--- config.mk ---
export PLATFORM = sky130hd
export DESIGN_NAME = cam_pixel_packer
export DESIGN_NICKNAME = d
export VERILOG_FILES = /design/src/rtl/cam_pixel_packer.sv
export SDC_FILE = /design/constraint.sdc
export NUM_CORES = 1
export LEC_CHECK = 0
export ABC_CLOCK_PERIOD_IN_PS = 3400
export BUFFER_PORTS_ARGS = -buffer_cell sky130_fd_sc_hd__buf_2
export CORE_ASPECT_RATIO = 0.5
export CORE_UTILIZATION = 35
export DETAILED_ROUTE_END_ITERATION = 10
export PLACE_DENSITY = 0.5
export SYNTH_ARGS = -nofsm -noshare
export SYNTH_HDL_FRONTEND = slang
export SYNTH_SLANG_ARGS = --single-unit
--- constraint.sdc ---
create_clock -name clk_i -period 3.4 [get_ports clk_i]
set_input_delay 0.85 -clock clk_i [delete_from_list [all_inputs] [get_ports clk_i]]
set_output_delay 0.85 -clock clk_i [all_outputs]
set_load 0.01 [all_outputs]
--- src/rtl/cam_pixel_packer.sv ---
// Camera luma packer: synchronises an asynchronous 8-bit camera bus, packs bytes into 32-bit words and buffers them in a FIFO.
// Optional statistics counters are built only when CAM_PIXEL_PACKER_STATS_EN is defined.
module cam_pixel_packer #(
    parameter int FIFO_DEPTH  = 4,
    parameter int SYNC_STAGES = 2
) (
    input  logic        clk_i,
    input  logic        rst_i,
    input  logic        enable_i,
    input  logic        clear_i,
    input  logic [7:0]  cam_y_i,
    input  logic        cam_pclk_i,
    input  logic        cam_hsync_i,
    input  logic        cam_vsync_i,
    output logic [31:0] data_o,
    output logic        valid_o,
    input  logic        ready_i,
    output logic        frame_start_o,
    output logic        frame_done_o,
    output logic        ovf_o,
    output logic        partial_o,
    output logic [9:0]  line_cnt_o,
    output logic [15:0] word_cnt_o
);

    localparam int AW = (FIFO_DEPTH > 1) ? $clog2(FIFO_DEPTH) : 1;
    localparam logic [AW:0] PTR_ONE = {{AW{1'b0}}, 1'b1};

    localparam logic [1:0] ST_IDLE   = 2'd0;
    localparam logic [1:0] ST_SYNC   = 2'd1;
    localparam logic [1:0] ST_ACTIVE = 2'd2;

    logic [SYNC_STAGES-1:0] pclk_sync_q;
    logic [SYNC_STAGES-1:0] hsync_sync_q;
    logic [SYNC_STAGES-1:0] vsync_sync_q;
    logic [7:0]             y_sync_q [SYNC_STAGES];
    logic                   pclk_prev_q;
    logic                   hsync_prev_q;
    logic                   vsync_prev_q;

    logic        pclk_s, hsync_s, vsync_s;
    logic [7:0]  y_s;
    logic        pclk_rise_s, hsync_rise_s, hsync_fall_s, vsync_rise_s, vsync_fall_s;

    logic [1:0]  state_q, state_d;
    logic        frame_start_s, frame_done_s;

    logic [1:0]  idx_q, idx_d;
    logic [23:0] pack_q, pack_d;
    logic        capture_s, line_end_s;
    logic        push_s, partial_set_s;
    logic [31:0] push_word_s;

    logic [31:0] mem_q [FIFO_DEPTH];
    logic [AW:0] wr_ptr_q, rd_ptr_q;
    logic        empty_s, full_s, pop_s, push_ok_s, ovf_set_s;

    logic        ovf_q, partial_q, frame_start_q, frame_done_q;

    // Synchroniser chains plus previous-value flops for edge detection.
    always_ff @(posedge clk_i) begin
        if (rst_i) begin
            pclk_sync_q  <= '0;
            hsync_sync_q <= '0;
            vsync_sync_q <= '0;
            for (int i = 0; i < SYNC_STAGES; i++) begin
                y_sync_q[i] <= 8'd0;
            end
            pclk_prev_q  <= 1'b0;
            hsync_prev_q <= 1'b0;
            vsync_prev_q <= 1'b0;
        end else begin
            pclk_sync_q[0]  <= cam_pclk_i;
            hsync_sync_q[0] <= cam_hsync_i;
            vsync_sync_q[0] <= cam_vsync_i;
            y_sync_q[0]     <= cam_y_i;
            for (int i = 1; i < SYNC_STAGES; i++) begin
                pclk_sync_q[i]  <= pclk_sync_q[i-1];
                hsync_sync_q[i] <= hsync_sync_q[i-1];
                vsync_sync_q[i] <= vsync_sync_q[i-1];
                y_sync_q[i]     <= y_sync_q[i-1];
            end
            pclk_prev_q  <= pclk_s;
            hsync_prev_q <= hsync_s;
            vsync_prev_q <= vsync_s;
        end
    end

    assign pclk_s       = pclk_sync_q[SYNC_STAGES-1];
    assign hsync_s      = hsync_sync_q[SYNC_STAGES-1];
    assign vsync_s      = vsync_sync_q[SYNC_STAGES-1];
    assign y_s          = y_sync_q[SYNC_STAGES-1];
    assign pclk_rise_s  = pclk_s & ~pclk_prev_q;
    assign hsync_rise_s = hsync_s & ~hsync_prev_q;
    assign hsync_fall_s = ~hsync_s & hsync_prev_q;
    assign vsync_rise_s = vsync_s & ~vsync_prev_q;
    assign vsync_fall_s = ~vsync_s & vsync_prev_q;

    // Frame FSM: a frame opens on vsync falling and closes on the next vsync rise.
    always_comb begin
        state_d       = state_q;
        frame_start_s = 1'b0;
        frame_done_s  = 1'b0;
        case (state_q)
            ST_IDLE: begin
                if (enable_i) begin
                    state_d = ST_SYNC;
                end else begin
                    state_d = ST_IDLE;
                end
            end
            ST_SYNC: begin
                if (!enable_i) begin
                    state_d = ST_IDLE;
                end else if (vsync_fall_s) begin
                    state_d       = ST_ACTIVE;
                    frame_start_s = 1'b1;
                end else begin
                    state_d = ST_SYNC;
                end
            end
            ST_ACTIVE: begin
                if (vsync_rise_s) begin
                    frame_done_s = 1'b1;
                    state_d      = enable_i ? ST_SYNC : ST_IDLE;
                end else begin
                    state_d = ST_ACTIVE;
                end
            end
            default: begin
                state_d = ST_IDLE;
            end
        endcase
    end

    assign capture_s  = pclk_rise_s & hsync_s & (state_q == ST_ACTIVE);
    assign line_end_s = hsync_fall_s & (state_q == ST_ACTIVE);

    // Byte packer; unfilled bytes of pack_q are always zero, so a flushed word is already padded.
    always_comb begin
        idx_d         = idx_q;
        pack_d        = pack_q;
        push_s        = 1'b0;
        push_word_s   = 32'd0;
        partial_set_s = 1'b0;
        if ((state_q != ST_ACTIVE) || hsync_rise_s) begin
            idx_d  = 2'd0;
            pack_d = 24'd0;
        end else if (capture_s) begin
            case (idx_q)
                2'd0: begin
                    pack_d[7:0] = y_s;
                    idx_d       = 2'd1;
                end
                2'd1: begin
                    pack_d[15:8] = y_s;
                    idx_d        = 2'd2;
                end
                2'd2: begin
                    pack_d[23:16] = y_s;
                    idx_d         = 2'd3;
                end
                2'd3: begin
                    push_s      = 1'b1;
                    push_word_s = {y_s, pack_q};
                    idx_d       = 2'd0;
                    pack_d      = 24'd0;
                end
                default: begin
                    idx_d  = 2'd0;
                    pack_d = 24'd0;
                end
            endcase
        end else if (line_end_s && (idx_q != 2'd0)) begin
            push_s        = 1'b1;
            push_word_s   = {8'd0, pack_q};
            partial_set_s = 1'b1;
            idx_d         = 2'd0;
            pack_d        = 24'd0;
        end else begin
            idx_d  = idx_q;
            pack_d = pack_q;
        end
    end

    // FSM state and packer registers.
    always_ff @(posedge clk_i) begin
        if (rst_i) begin
            state_q <= ST_IDLE;
            idx_q   <= 2'd0;
            pack_q  <= 24'd0;
        end else begin
            state_q <= state_d;
            idx_q   <= idx_d;
            pack_q  <= pack_d;
        end
    end

    assign empty_s   = (wr_ptr_q == rd_ptr_q);
    assign full_s    = (wr_ptr_q[AW] != rd_ptr_q[AW]) && (wr_ptr_q[AW-1:0] == rd_ptr_q[AW-1:0]);
    assign valid_o   = ~empty_s;
    assign pop_s     = valid_o & ready_i;
    assign push_ok_s = push_s & (~full_s | pop_s);
    assign ovf_set_s = push_s & full_s & ~pop_s;
    assign data_o    = empty_s ? 32'd0 : mem_q[rd_ptr_q[AW-1:0]];

    // Output FIFO storage and pointers.
    always_ff @(posedge clk_i) begin
        if (rst_i) begin
            for (int i = 0; i < FIFO_DEPTH; i++) begin
                mem_q[i] <= 32'd0;
            end
            wr_ptr_q <= '0;
            rd_ptr_q <= '0;
        end else begin
            if (push_ok_s) begin
                mem_q[wr_ptr_q[AW-1:0]] <= push_word_s;
                wr_ptr_q <= wr_ptr_q + PTR_ONE;
            end
            if (pop_s) begin
                rd_ptr_q <= rd_ptr_q + PTR_ONE;
            end
        end
    end

    // Sticky flags (set beats clear) and registered frame pulses.
    always_ff @(posedge clk_i) begin
        if (rst_i) begin
            ovf_q         <= 1'b0;
            partial_q     <= 1'b0;
            frame_start_q <= 1'b0;
            frame_done_q  <= 1'b0;
        end else begin
            frame_start_q <= frame_start_s;
            frame_done_q  <= frame_done_s;
            if (ovf_set_s) begin
                ovf_q <= 1'b1;
            end else if (clear_i) begin
                ovf_q <= 1'b0;
            end
            if (partial_set_s) begin
                partial_q <= 1'b1;
            end else if (clear_i) begin
                partial_q <= 1'b0;
            end
        end
    end

    assign ovf_o         = ovf_q;
    assign partial_o     = partial_q;
    assign frame_start_o = frame_start_q;
    assign frame_done_o  = frame_done_q;

`ifdef CAM_PIXEL_PACKER_STATS_EN
    logic [9:0]  line_cnt_q;
    logic [15:0] word_cnt_q;

    // Saturating per-frame line and word counters.
    always_ff @(posedge clk_i) begin
        if (rst_i || frame_start_s) begin
            line_cnt_q <= 10'd0;
            word_cnt_q <= 16'd0;
        end else begin
            if (line_end_s && (line_cnt_q != 10'h3FF)) begin
                line_cnt_q <= line_cnt_q + 10'd1;
            end
            if (push_ok_s && (word_cnt_q != 16'hFFFF)) begin
                word_cnt_q <= word_cnt_q + 16'd1;
            end
        end
    end

    assign line_cnt_o = line_cnt_q;
    assign word_cnt_o = word_cnt_q;
`else
    assign line_cnt_o = 10'd0;
    assign word_cnt_o = 16'd0;
`endif

endmodule

After elaboration in Yosys (flattened, before gate mapping):

Memories as Yosys holds them, arrays and structs flattened. A register that Yosys moved wholly into a read port is not among the register bits.
Index checks and enable logic that the tools add are counted.

* add/subtract/negate cells: 2
* multiply operators: 0
* div/mod/pow operators: 0
* order comparisons: 0
* equality and inequality tests: 12
* shifts and indexed selects: 0
* multiplexer cells: 42
* bitwise gates (word level): 26
* reduce and logical (&&, ||, !) cells: 16

Operators with widths (count)
* 32-bit two-way mux: 5
* 24-bit two-way mux: 3
* 8-bit one-hot mux with 2 select lines: 3
* 32-bit OR reduction: 1
* 1-bit two-way mux: 19
* 2-bit two-way mux: 8
* 8-bit two-way mux: 2
* 1-bit bitwise AND: 12
* 1-bit NOT: 11
* 3-bit by 1-bit inequality test with 1-bit output (second input constant): 3
* 2-bit one-hot mux with 4 select lines: 1
* 2-bit nonzero test: 4
* 3-bit by 1-bit adder with 3-bit output (second input constant): 2
* 2-bit equality test (second input constant): 3
* 2-bit one-hot mux with 3 select lines: 1
* 2-bit AND reduction: 3
* 2-bit by 1-bit equality test with 1-bit output (second input constant): 2
* 2-bit zero test: 2
* 2-bit OR reduction: 2
* 3-bit equality test: 1
* 1-bit bitwise OR: 3
* 3-bit OR reduction: 1
* 2-bit equality test: 1
* 1-bit logical AND: 2
* 3 further kinds: 3

* register bits: 47
* latch bits: 0
* bits in writable memories: 144
* ROM bits: 0
* bits of input ports: 16
* output and inout port bits: 63
* logic and storage cells: 117
* memories: 2

Memory list
* mem_q: words 4, bits a word 32, rd ports 1, clocked after memory_dff 1, write ports 4, line 54 `logic [31:0] mem_q [FIFO_DEPTH];`
* y_sync_q: words 2, bits a word 8, rd ports 2, clocked after memory_dff 0, write ports 2, line 36 `logic [7:0] y_sync_q [SYNC_STAGES];`

Longest topological paths before layout:

* depth in word-level cells: 13
* mapped depth: 8
* mapped depth without buffers: 6

Worst setup path after synthesis:

OpenSTA, ideal clock, no wires.

* kind: flip-flop to flip-flop
* start point: register idx_q[0]
* end point: memory mem_q[0][0], enable pin
* library setup time: 0.391 ns
* arrival time: 2.733 ns
* data required time: 3.009 ns
* path slack: 0.277 ns
* stages on the path, launching flop included: 8
* path buffers: 1
* clock period less this slack: 3.123 ns
* path through: dfxtp_1 > inv_1 > ha_1 > or4b_4 > buf_6 > a211oi_4 > nor3b_4 > or2_1

RTL lines
* start, declared: line 48 `logic [1:0] idx_q, idx_d;`
* start signal, assigned: line 194 `idx_q <= idx_d;`
* end, declared: line 54

Final worst setup path:

* start point: register wr_ptr_q[1]
* end point: output data_o[11]

* longest elaborated chain between the ends: 2

RTL lines
* start, declared: line 55 `logic [AW:0] wr_ptr_q, rd_ptr_q;`
* start signal, assigned: line 218 `wr_ptr_q <= wr_ptr_q + PTR_ONE;`
* 3-bit equality test: line 199 `assign empty_s = (wr_ptr_q == rd_ptr_q);`
* 32-bit two-way mux: line 205 `assign data_o = empty_s ? 32'd0 : mem_q[rd_ptr_q[AW-1:0]];`
* end, declared: line 15 `output logic [31:0] data_o,`

No other way between the ends.

==> results.md <==
* Global-route wire length before repair at about 27000 um
* Share of the core filled with cells in the final layout at 0.411
* Gpl congestion at 0.701
* Maximum clock skew at final layout at 0.0114 ns
* Antenna violations before repair at 0
* FF+latch count, synth at 193
* Clk buf depth at 2
* Element type at the critical path end: output port
* Most frequent cells in the layout: 160 x sky130_fd_sc_hd__and2_1, 128 x sky130_fd_sc_hd__edfxtp_1, 64 x sky130_fd_sc_hd__dfxtp_1
* Net Sw Power at between 1 and 1.5 mW
* Slew at the pin closest to its max-slew limit at 0.936 ns
* Maximum VDD drop at 274 uV
* Startpoint of the most critical setup path: wr_ptr_q[1]$_SDFFE_PP0P_
* Average routed wire per standard cell at 17.5 um
* Total Die Area at 24500 um2
* NumNets Final at ~700
* Top-level I/O count at 79
* Buffers inserted during post-CTS setup optimization at 0
* Worst flop-to-flop path endpoint: mem_q[1][16]$_SDFFCE_PN0P_
* Mapped cell area at around 8300 um2
* Required time at the worst-slack endpoint at 2.55 ns
* Core Area at 23100 um2
* Mean instance size in the synthesized netlist at 13.7 um2
* Post-synthesis instance total at between 600 and 700
* Type of the most critical hold path: reg -> reg
* Chip Height at between 100 and 150 um
* Reg2Reg Launch Point: idx_q[0]$_SDFFE_PP0P_
* RSZ-0062 raised after global routing: false
* Clock network latency to the later pin of the worst-skew pair at between 0.4 and 0.5 ns
* Router iterations before antenna repair at 4
* Post-route DRC at 0
* Overflow after GRT at 0
* DIE WIDTH at 220 um
* Headroom to the max-slew limit at 0.376
* CTS tree: done
* Total of hold buffers inserted after clock tree synthesis at 0
* Clock Sink Count at 193
* H-Tree Level Count at 4
* Reg2reg setup slack at about 0.42 ns
* GRT Resource Usage Total at 0.151
* Max_cap viols at 0
* Fraction of the yosys area taken by sequential cells at 0.617
* Clock power frac at 0.420
* Total inserted antenna cells at 0
* Core Rows at 39
* Cell at the root of the clock tree: sky130_fd_sc_hd__clkbuf_16
* Most frequent standard cell in the layout excluding fill and tap cells: sky130_fd_sc_hd__and2_1
* Power per cell area at 489 nW/um2
* Crit path arrival time at around 2.3 ns
* Power Internal at 3.57 mW
* CP Class: reg -> out
* Initial Util at 0.361
* ANT nets after route at 0
* Inserted Clock Buffers at 17
* Iteration-0 DRC Markers at 236
* HPWL reported at the end of detailed placement at 10400 um
* Port bufs at 52
* Maximum fanout encountered on the critical timing path at 33
* Final sum of negative setup slack at 0 ns
* Endpoints failing setup at 0
* Status: finished clean
* Total length of routed wires at 17300 um
* Post-route clock period utilization at 0.911
* Total number of vias at 4459
* Synth-to-layout area growth at 13.7%
* Total leakage power at 3.67 nW
* Warning count from the yosys run at 0
* Layout cell share with drive strength beyond 1 at 0.220
* Proportion of power drawn by flip-flops and latches at 0.556
* Clock slew at reported path FFs at ~0.08 ns
* Pin count of the biggest net entering global routing at 39
* Count of instances resized after the clock tree is built at 0
* Combinational power share at 0.024
* Maximum clock frequency at 323 MHz
* Per-cell via count in the routed design at 4.53
* Crit start category: register
* Pins over their slew limit at 0
* Number of library cell types mapped by synthesis at 45
* Via count of the first global-routing pass at 4581
* Critical path endpoint: data_o[11]
* Final Critical Period at 3.10 ns
* Hold Fails Final Rpt at 0
* Number of cells traversed by the worst register-to-register path at 6
* Proportion of total power due to net switching at 0.229
==> synth_stat cells, drive strengths merged <==
master	count	area, um2
a21oi	4	20.0
ha	6	75.1
conb	1	3.75
nor4	2	18.8
xnor2	2	17.5
o21ai	11	55.1
o22ai	2	12.5
nand4b	1	8.76
nor2	10	37.5
mux4	32	721
and2	160	1000
o311a	1	10.0
nor3	2	15.0
or3	3	18.8
nand3b	2	15.0
inv	4	15.0
a31o	1	8.76
or4b	1	13.8
a21boi	2	15.0
mux2i	18	180
dfxtp	65	1300
nand3	10	50.1
or2	4	25.0
a2111oi	1	27.5
edfxtp	128	3840
nor4b	2	32.5
nand2	29	109
nand2b	4	25.0
xor2	5	43.8
buf	33	254
nor3b	4	41.3
clkbuf	26	97.6
and3b	3	26.3
a211oi	2	27.5
nor2b	27	169
==> state kept, by name, summed over array words and instances, names as in the netlist, named ones only <==
signal and count:
state_q 2, rd_ptr_q 3, wr_ptr_q 3, hsync_prev_q 1, ovf_o 1, vsync_sync_q 2, hsync_sync_q 2, partial_o 1
y_sync_q 16, pack_q 24, pclk_prev_q 1, idx_q 2, pclk_sync_q 2, frame_done_o 1, mem_q 128, vsync_prev_q 1
frame_start_o 1
==> cells by family after synthesis <==
| kind of cell | Yosys count | share of synthesized area |
|---|---|---|
| DFF | 193 | 0.617 |
| xor gates and xnor gates | 7 | 0.00736 |
| AOI/OAI and AO/OA | 24 | 0.0212 |
| muxes | 50 | 0.108 |
| adders and majority gates | 6 | 0.00901 |
| and+or+nand+nor | 264 | 0.193 |
| other | 1 | 0.000450 |
| buffers and inverters | 63 | 0.0440 |
==> final cells by class <==
cell class | count | area [um2]
Clock buffer | 17 | 425
Clock inverter | 15 | 146
Fill cell | 2163 | 13600
Inverter | 4 | 15.0
Multi-Input combinational cell | 377 | 2920
Sequential cell | 193 | 5150
Tap cell | 307 | 384
Timing Repair Buffer | 72 | 435
==> critical path, stage by stage (launching register included) <==
cell                      delay [ns]
sky130_fd_sc_hd__dfxtp_1        0.55
sky130_fd_sc_hd__xor2_1         0.18
sky130_fd_sc_hd__or3_1          0.48
sky130_fd_sc_hd__buf_4          0.28
sky130_fd_sc_hd__and2_1         0.18
sky130_fd_sc_hd__buf_2          0.14
==> routing by layer <==
layer  GRT usage  wire length (um)
met1       0.214              8550
met2       0.231              7940
met3      0.0296               617
met4      0.0464               166
met5           0                 0
==> worst min-delay path by stage <==
stage | startpoint | end | slack, ns | depth (start not counted)
2_1_floorplan | vsync_prev_q$_SDFF_PP0_ | frame_done_o$_SDFF_PP0_ | 0.40 | 1
5_1_grt | y_sync_q[0][0]$_SDFF_PP0_ | y_sync_q[0][8]$_SDFF_PP0_ | 0.46 | 1
6_report | vsync_sync_q[0]$_SDFF_PP0_ | vsync_sync_q[1]$_SDFF_PP0_ | 0.44 | 1
3_5_place_dp | vsync_prev_q$_SDFF_PP0_ | frame_done_o$_SDFF_PP0_ | 0.42 | 1
3_3_place_gp | y_sync_q[0][7]$_SDFF_PP0_ | y_sync_q[0][15]$_SDFF_PP0_ | 0.42 | 1
4_1_cts | vsync_sync_q[0]$_SDFF_PP0_ | vsync_sync_q[1]$_SDFF_PP0_ | 0.45 | 1
==> per-stage QoR <==
stage | total power [mW] | worst slack, ns | instances | instance area (um2) | hold slack (ns)
3_5_place_dp | 2.75 | 0.383 | 953 | 8900 | 0.423
5_1_grt | 4.78 | 0.161 | 985 | 9480 | 0.462
3_3_place_gp | 2.74 | 0.452 | 953 | 8900 | 0.421
2_1_floorplan | 2.72 | 0.277 | 633 | 8430 | 0.397
6_report | 4.64 | 0.304 | 985 | 9480 | 0.443
4_1_cts | 4.68 | 0.278 | 985 | 9480 | 0.447
==> power by group through the flow <==
stage               registers [mW]  clock network, mW  logic (mW)
floorplan                     2.62                  0      0.0949
global placement              2.63                  0       0.113
detailed placement            2.63                  0       0.114
CTS                           2.58               1.99       0.114
global route                  2.59               2.07       0.122
finish                        2.58               1.95       0.111
(Power assumes the default switching activity.)
